<file path="src/rtl/mem_sram_ctrl.sv">
// mem_sram_ctrl: MEM-stage controller that turns 32-bit loads/stores into two
// 16-bit SRAM half-accesses (low half, then high half), each held for
// WAIT_CYCLES cycles, and stalls the pipeline until the access completes.
//
// Optional feature: define SRAM_READ_CACHE_EN to compile in a one-entry read
// cache (valid, word tag, data) that answers repeated loads in zero cycles.
//
// Parameters:
//   WAIT_CYCLES  cycles each half-access is held (2..15)
// Ports:
//   clk          clock, rising edge
//   rst          synchronous active-high reset
//   wr_en        store request
//   rd_en        load request (ignored when wr_en is also high)
//   address      byte address; SRAM window starts at byte 1024
//   write_data   store data
//   read_data    load result, valid while ready=1 after a read
//   ready        access complete / controller free
//   freeze       pipeline stall = (rd_en|wr_en) & ~ready
//   sram_addr    SRAM half-word address
//   sram_dq_out  SRAM write data
//   sram_dq_in   SRAM read data
//   sram_dq_oe   drive enable for sram_dq_out
//   sram_we_n    SRAM write strobe, active-low
module mem_sram_ctrl #(
  parameter int unsigned WAIT_CYCLES = 2
) (
  input  logic        clk,
  input  logic        rst,
  input  logic        wr_en,
  input  logic        rd_en,
  input  logic [31:0] address,
  input  logic [31:0] write_data,
  output logic [31:0] read_data,
  output logic        ready,
  output logic        freeze,
  output logic [17:0] sram_addr,
  output logic [15:0] sram_dq_out,
  input  logic [15:0] sram_dq_in,
  output logic        sram_dq_oe,
  output logic        sram_we_n
);

  localparam int unsigned CNT_W  = 4;
  localparam int unsigned WORD_W = 17;
  localparam logic [31:0] BASE_ADDR = 32'd1024;
  localparam logic [CNT_W-1:0] CNT_LAST = CNT_W'(WAIT_CYCLES - 1);

  typedef enum logic [1:0] {
    S_IDLE,
    S_LOW,
    S_HIGH,
    S_DONE
  } state_e;

  state_e              state_q;
  logic [CNT_W-1:0]    cnt_q;
  logic                op_wr_q;
  logic [WORD_W-1:0]   word_q;
  logic [31:0]         wdata_q;
  logic [31:0]         read_data_q;
  logic [17:0]         sram_addr_q;
  logic [15:0]         sram_dq_out_q;
  logic                sram_dq_oe_q;
  logic                sram_we_n_q;

  logic [31:0]         eff_c;
  logic [WORD_W-1:0]   word_c;
  logic                req_c;
  logic                last_c;
  logic                hold_end_c;
  logic                cache_hit_c;
  logic                unused_eff_c;

  // Address translation into the SRAM word space
  assign eff_c        = address - BASE_ADDR;
  assign word_c       = eff_c[18:2];
  assign unused_eff_c = ^{eff_c[31:19], eff_c[1:0]};

  assign req_c      = wr_en | rd_en;
  assign last_c     = (cnt_q == CNT_LAST);
  // Next cycle is the last of the phase: release we_n so data is held past it
  assign hold_end_c = ((cnt_q + CNT_W'(1)) == CNT_LAST);

`ifdef SRAM_READ_CACHE_EN
  logic              cache_vld_q;
  logic [WORD_W-1:0] cache_tag_q;
  logic [31:0]       cache_data_q;

  // A simultaneous write wins, so only a pure load may hit
  assign cache_hit_c = (state_q == S_IDLE) & rd_en & ~wr_en & cache_vld_q &
                       (cache_tag_q == word_c);

  // Fill on read completion, keep coherent on a matching write completion
  always_ff @(posedge clk) begin
    if (rst) begin
      cache_vld_q  <= 1'b0;
      cache_tag_q  <= '0;
      cache_data_q <= '0;
    end else if (state_q == S_DONE) begin
      if (!op_wr_q) begin
        cache_vld_q  <= 1'b1;
        cache_tag_q  <= word_q;
        cache_data_q <= read_data_q;
      end else if (cache_vld_q && (cache_tag_q == word_q)) begin
        cache_data_q <= wdata_q;
      end
    end
  end

  assign read_data = cache_hit_c ? cache_data_q : read_data_q;
`else
  assign cache_hit_c = 1'b0;
  assign read_data   = read_data_q;
`endif

  assign ready  = (state_q == S_DONE) |
                  ((state_q == S_IDLE) & (~req_c | cache_hit_c));
  assign freeze = req_c & ~ready;

  assign sram_addr   = sram_addr_q;
  assign sram_dq_out = sram_dq_out_q;
  assign sram_dq_oe  = sram_dq_oe_q;
  assign sram_we_n   = sram_we_n_q;

  // Access sequencer; SRAM pins are registered and set up one edge ahead
  always_ff @(posedge clk) begin
    if (rst) begin
      state_q       <= S_IDLE;
      cnt_q         <= '0;
      op_wr_q       <= 1'b0;
      word_q        <= '0;
      wdata_q       <= '0;
      read_data_q   <= '0;
      sram_addr_q   <= '0;
      sram_dq_out_q <= '0;
      sram_dq_oe_q  <= 1'b0;
      sram_we_n_q   <= 1'b1;
    end else begin
      case (state_q)
        S_IDLE: begin
          if (req_c && !cache_hit_c) begin
            state_q     <= S_LOW;
            cnt_q       <= '0;
            op_wr_q     <= wr_en;
            word_q      <= word_c;
            wdata_q     <= write_data;
            sram_addr_q <= {word_c, 1'b0};
            if (wr_en) begin
              sram_dq_out_q <= write_data[15:0];
              sram_dq_oe_q  <= 1'b1;
              sram_we_n_q   <= 1'b0;
            end else begin
              sram_dq_oe_q  <= 1'b0;
              sram_we_n_q   <= 1'b1;
            end
          end
        end

        S_LOW: begin
          if (last_c) begin
            state_q     <= S_HIGH;
            cnt_q       <= '0;
            sram_addr_q <= {word_q, 1'b1};
            if (op_wr_q) begin
              sram_dq_out_q <= wdata_q[31:16];
              sram_we_n_q   <= 1'b0;
            end else begin
              read_data_q[15:0] <= sram_dq_in;
            end
          end else begin
            cnt_q       <= cnt_q + CNT_W'(1);
            sram_we_n_q <= ~op_wr_q | hold_end_c;
          end
        end

        S_HIGH: begin
          if (last_c) begin
            state_q      <= S_DONE;
            cnt_q        <= '0;
            sram_dq_oe_q <= 1'b0;
            sram_we_n_q  <= 1'b1;
            if (!op_wr_q) begin
              read_data_q[31:16] <= sram_dq_in;
            end
          end else begin
            cnt_q       <= cnt_q + CNT_W'(1);
            sram_we_n_q <= ~op_wr_q | hold_end_c;
          end
        end

        S_DONE: begin
          state_q <= S_IDLE;
        end

        default: begin
          state_q <= S_IDLE;
        end
      endcase
    end
  end

endmodule
</file>
<file path="config.mk">
export PLATFORM = sky130hd
export DESIGN_NAME = mem_sram_ctrl
export DESIGN_NICKNAME = d
export VERILOG_FILES = /design/src/rtl/mem_sram_ctrl.sv
export SDC_FILE = /design/constraint.sdc
export NUM_CORES = 1
export LEC_CHECK = 0
export ABC_AREA = 1
export CAP_MARGIN = 20
export CORE_MARGIN = 8
export CORE_UTILIZATION = 30
export CTS_BUF_LIST = sky130_fd_sc_hd__clkbuf_8
export CTS_CLUSTER_SIZE = 8
export DETAILED_ROUTE_END_ITERATION = 7
export REMOVE_ABC_BUFFERS = 1
export SLEW_MARGIN = 20
export SYNTH_ARGS = -nofsm -noshare
export SYNTH_HDL_FRONTEND = slang
export SYNTH_SLANG_ARGS = --single-unit
</file>
<file path="constraint.sdc">
create_clock -name clk -period 2.4 [get_ports clk]
set_clock_uncertainty 0.2 [all_clocks]
set_input_delay 0.36 -clock clk [delete_from_list [all_inputs] [get_ports clk]]
set_output_delay 0.36 -clock clk [all_outputs]
set_load 0.03 [all_outputs]
</file>
Word level (Yosys, flattened, before mapping)

Index checks and enable logic that the tools add are counted.
Widths: inputs -> output; s select.

Bits in registers: 124
Input port bits: 84
Output and inout bits: 70
Word-level logic and storage cells: 72

$add $sub $neg: 2
Equal/unequal tests: 11
Muxes and demuxes: 25
Bitwise logic cells: 8
Reduce and logical (&&, ||, !) cells: 15

Operators with widths:

| operator               | number |
|---|---|
| $mux 16                | 4 |
| $mux 18                | 2 |
| $pmux 18 s2            | 1 |
| $pmux 16 s2            | 1 |
| $sub 19x11->19 const B | 1 |
| $reduce_and 3->1       | 6 |
| $ne 2x2->1 const B     | 5 |
| $eq 4x1->1 const B     | 2 |
| $mux 1                 | 8 |
| $mux 4                 | 2 |
| $pmux 2 s4             | 1 |
| $pmux 4 s2             | 1 |
| $mux 2                 | 3 |
| $reduce_bool 2->1      | 3 |
| $reduce_and 5->1       | 1 |
| $add 4x1->4 const B    | 1 |
| $eq 2x2->1 const B     | 2 |
| $reduce_and 2->1       | 2 |
| $ne 3x3->1 const B     | 1 |
| $not 1->1              | 3 |
| $or 1x1->1             | 3 |
| $pmux 1 s3             | 1 |
| $reduce_bool 3->1      | 1 |
| $and 1x1->1            | 2 |
| 4 further kinds        | 4 |

Logic depth before layout (Yosys ltp)

Depth after elaboration: 6
Gate-level depth with buffers: 11
Mapped depth without buffers: 11

Worst setup path after synthesis

No wires, ideal clock.

Path kind: flip-flop to output port
Start point: register state_q[0]
End point: output port ready
Data arrival time: 1.287 ns
Required time: 1.840 ns
Path slack: 0.553 ns
Cell stages (with the launch flop): 6
Buffers on the path: 0
Cell sequence: dfxtp_1 inv_1 ha_1 nand2_1 nor2_4 or2_2

Word-level cells in the longest chain between the ends: 3
Elaborated cells on any way between the ends: 4
Classes of those cells: eq/ne (1); bitwise (2); reduce/logical (1)

Ends and longest elaborated chain:

| item                   | line | RTL |
|---|---|---|
| start, declared        | 56   | `state_e state_q;` |
| start signal, assigned | 129  | `state_q <= S_IDLE;` |
| start signal, assigned | 143  | `state_q <= S_LOW;` |
| start signal, assigned | 162  | `state_q <= S_HIGH;` |
| $logic_not 2->1        | 118  | `((state_q == S_IDLE) & (~req_c \| cache_hit_c));` |
| $and 1x1->1            | 118  |  |
| $or 1x1->1 *           | 117  | `assign ready = (state_q == S_DONE) \|` |
| end, declared          | 35   | `output logic ready,` |

Every way passes the cells marked *; elsewhere a longest branch is shown, timed or not.

Worst setup path after layout

Ends and elaborated chain as after synthesis.

==> impl_metrics.ini <==
[critical_path]
timing.rr.start = state_q[0]
cp.required_ns = 1.84
worst-r2r-cell-count = 8
timing.rr.end = sram_addr[16]
crit_path_max_fanout = 4
critPathKind = flop to output port
arrival_ns = 1.67
cp-end-kind = output port
r2r_slack_ns = 0.43
start_kind = flop

[routing]
drt_pass1_iterations = 4
drt_wl_total_um = 13500
vias = 4531
wire_per_inst_um = 12.8
drt_iter0_drc = 222
ant_nets = 0
vias_per_cell = 4.30
drc = 0

[layout]
final_util = 0.423
stdcell_count = 1054
multiInputGateArea_mm2 = 0.00221
fin_nets = 926
register_area_mm2 = 0.00216
fillCellCount = 1646
final_common_cell = nor2_1
antennaDiodeCount = 0
layout_common_cells = nor2_1 (198), nand2_1 (160), clkdlybuf4s50_1 (136)
syn2layout_area_growth_pct = 39.6
drive_gt1_frac = 0.0680

[floorplanning]
die_w_um = 142
die_area_mm2 = 0.0202
design.core.area_mm2 = 0.0157
initial_core_util = 0.303
num_rows = 46
fp.dieH_um = 142
num_io_pins = 154

[sta]
period_minus_slack_ns = 2.23
setup_viol = 0
hold_viol = 0
max_slew_margin = 0.630
rsz0062_at_grt = no
timing.hold.ws_ns = 0.256
tightest_slew_ns = 0.554
fin_crit_sh = 0.928
max_freq_mhz = 449
drv_slew = 0

[cts]
h-tree-depth = 3
clock-sinks = 108
clk_pin_slew_ns = 0.10
root_buffer = clkbuf_8
cts_tree = done
cts-buffers-inserted = 9
clock_tree.buffer_depth = 2
worstSkewPairLatency_ns = 0.38
holdBufCountCts = 0

[outcome]
outcome = completed

[placement]
port-buffer-count = 138
place_congestion = 0.775
hpwl_um = 9150
dp.cells = 1037

[pwr]
power_uw = 7240
power_density_mw_per_mm2 = 1090
max-vdd-ir-drop_mv = 0.574
leakagePower_uw = 0.00299

[min_path]
hold_class = flop to flop
hold_depth = 2
hold_path_end = word_q[10]
min-delay-start = word_q[10]

[grt]
grt_antenna_before_repair = 0
grt_use_total = 0.133
grt_pass1_wl_um = 21700
grt_overflow = 0
grt_max_degree = 54
grt_pass1_vias = 4269

[run]
maxCapViolations = 0

[synth]
synth_seq_cells = 108
synth_area_mm2 = 0.00476
synth.distinct_cells = 26
yosys_warnings = 0
ys_seq_area_frac = 0.454
syn_inst = 699
syn_avg_cell_area_um2 = 6.81
## per-layer routing
layer  vias up  track usage  share of wire  wire [µm]
met5         -            0              0          0
met4         0       0.0407          0.011        145
met3        11       0.0550          0.089       1200
met2       112        0.204           0.42       5740
met1      1989        0.166           0.48       6450
li1       2419            -              -          -
## power by group
group | switching (µW) | leakage (µW) | internal, µW
Combinational | 2160 | 0.00199 | 1310
Sequential | 243 | 0.000888 | 2290
Clock | 652 | 0.000113 | 589
## worst max-delay path, cell delays in order, from the launching register on
cell	delay (ns)
dfxtp_2	0.37
inv_1	0.07
ha_1	0.21
nand2_1	0.14
nor2_4	0.05
or2_2	0.27
buf_2	0.18
## cell families (layout without fill, tap and decap cells)
group | Yosys count | in the layout | synth area share
AOI/OAI and AO/OA | 112 | 112 | 0.121
xor gates and xnor gates | 3 | 3 | 0.00552
DFF | 108 | 108 | 0.454
buffers and inverters | 91 | 230 | 0.0828
adders and majority gates | 8 | 8 | 0.0210
and+or+nand+nor | 377 | 377 | 0.316
## cells in the mapped netlist (all sizes together)
master	count	area (µm²)
nand4	3	33.8
buf	16	113
clkbuf	18	67.6
dfxtp	108	2160
xor2	1	8.76
inv	57	214
o21ai	88	455
a21oi	24	120
xnor2	2	17.5
nor3	3	31.3
or2	1	6.26
nand3	7	47.6
nand2	163	619
ha	8	100
nor2	200	766
## registers in the layout, summed over array words and instances, names as in the netlist
name         cells
cnt_q            4
state_q          2
read_data       32
word_q          17
sram_we_n        1
op_wr_q          1
wdata_q         16
sram_addr       18
sram_dq_oe       1
sram_dq_out     16
## per-stage QoR
step	area, µm²	setup TNS, ns	worst slack (ns)
2_1_floorplan	4580	-9.36	-0.300
3_3_place_gp	6410	-0.0719	-0.0719
3_5_place_dp	6410	-0.104	-0.104
4_1_cts	6620	0	0.0110
5_1_grt	6650	0	0.0891
6_report	6650	0	0.173
## what timing repair did
item / in CTS / in global routing
gates resized for setup: 4 / 4
pin swaps: 0 / 1
endpoints found under the setup margin: 1 / 17
setup buffers: 0 / 2
## worst max-delay path by stage
stage | start | to | slack [ns] | cells after the start
floorplan | state_q[1] | sram_dq_out[0] | -0.30 | 8
global placement | wr_en | ready | -0.07 | 6
detailed placement | wr_en | ready | -0.10 | 6
CTS | state_q[1] | ready | 0.01 | 6
global route | state_q[0] | ready | 0.09 | 6
finish | state_q[0] | ready | 0.17 | 6
## final cells by class
| cell class | count | area share |
|---|---|---|
| Sequential cell | 108 | 0.326 |
| Clock inverter | 6 | 0.0134 |
| Multi-Input combinational cell | 500 | 0.332 |
| Timing Repair Buffer | 158 | 0.237 |
| Tap cell | 216 | 0.0407 |
| Inverter | 57 | 0.0327 |
| Clock buffer | 9 | 0.0186 |
Power figures use the tool's default switching activity.
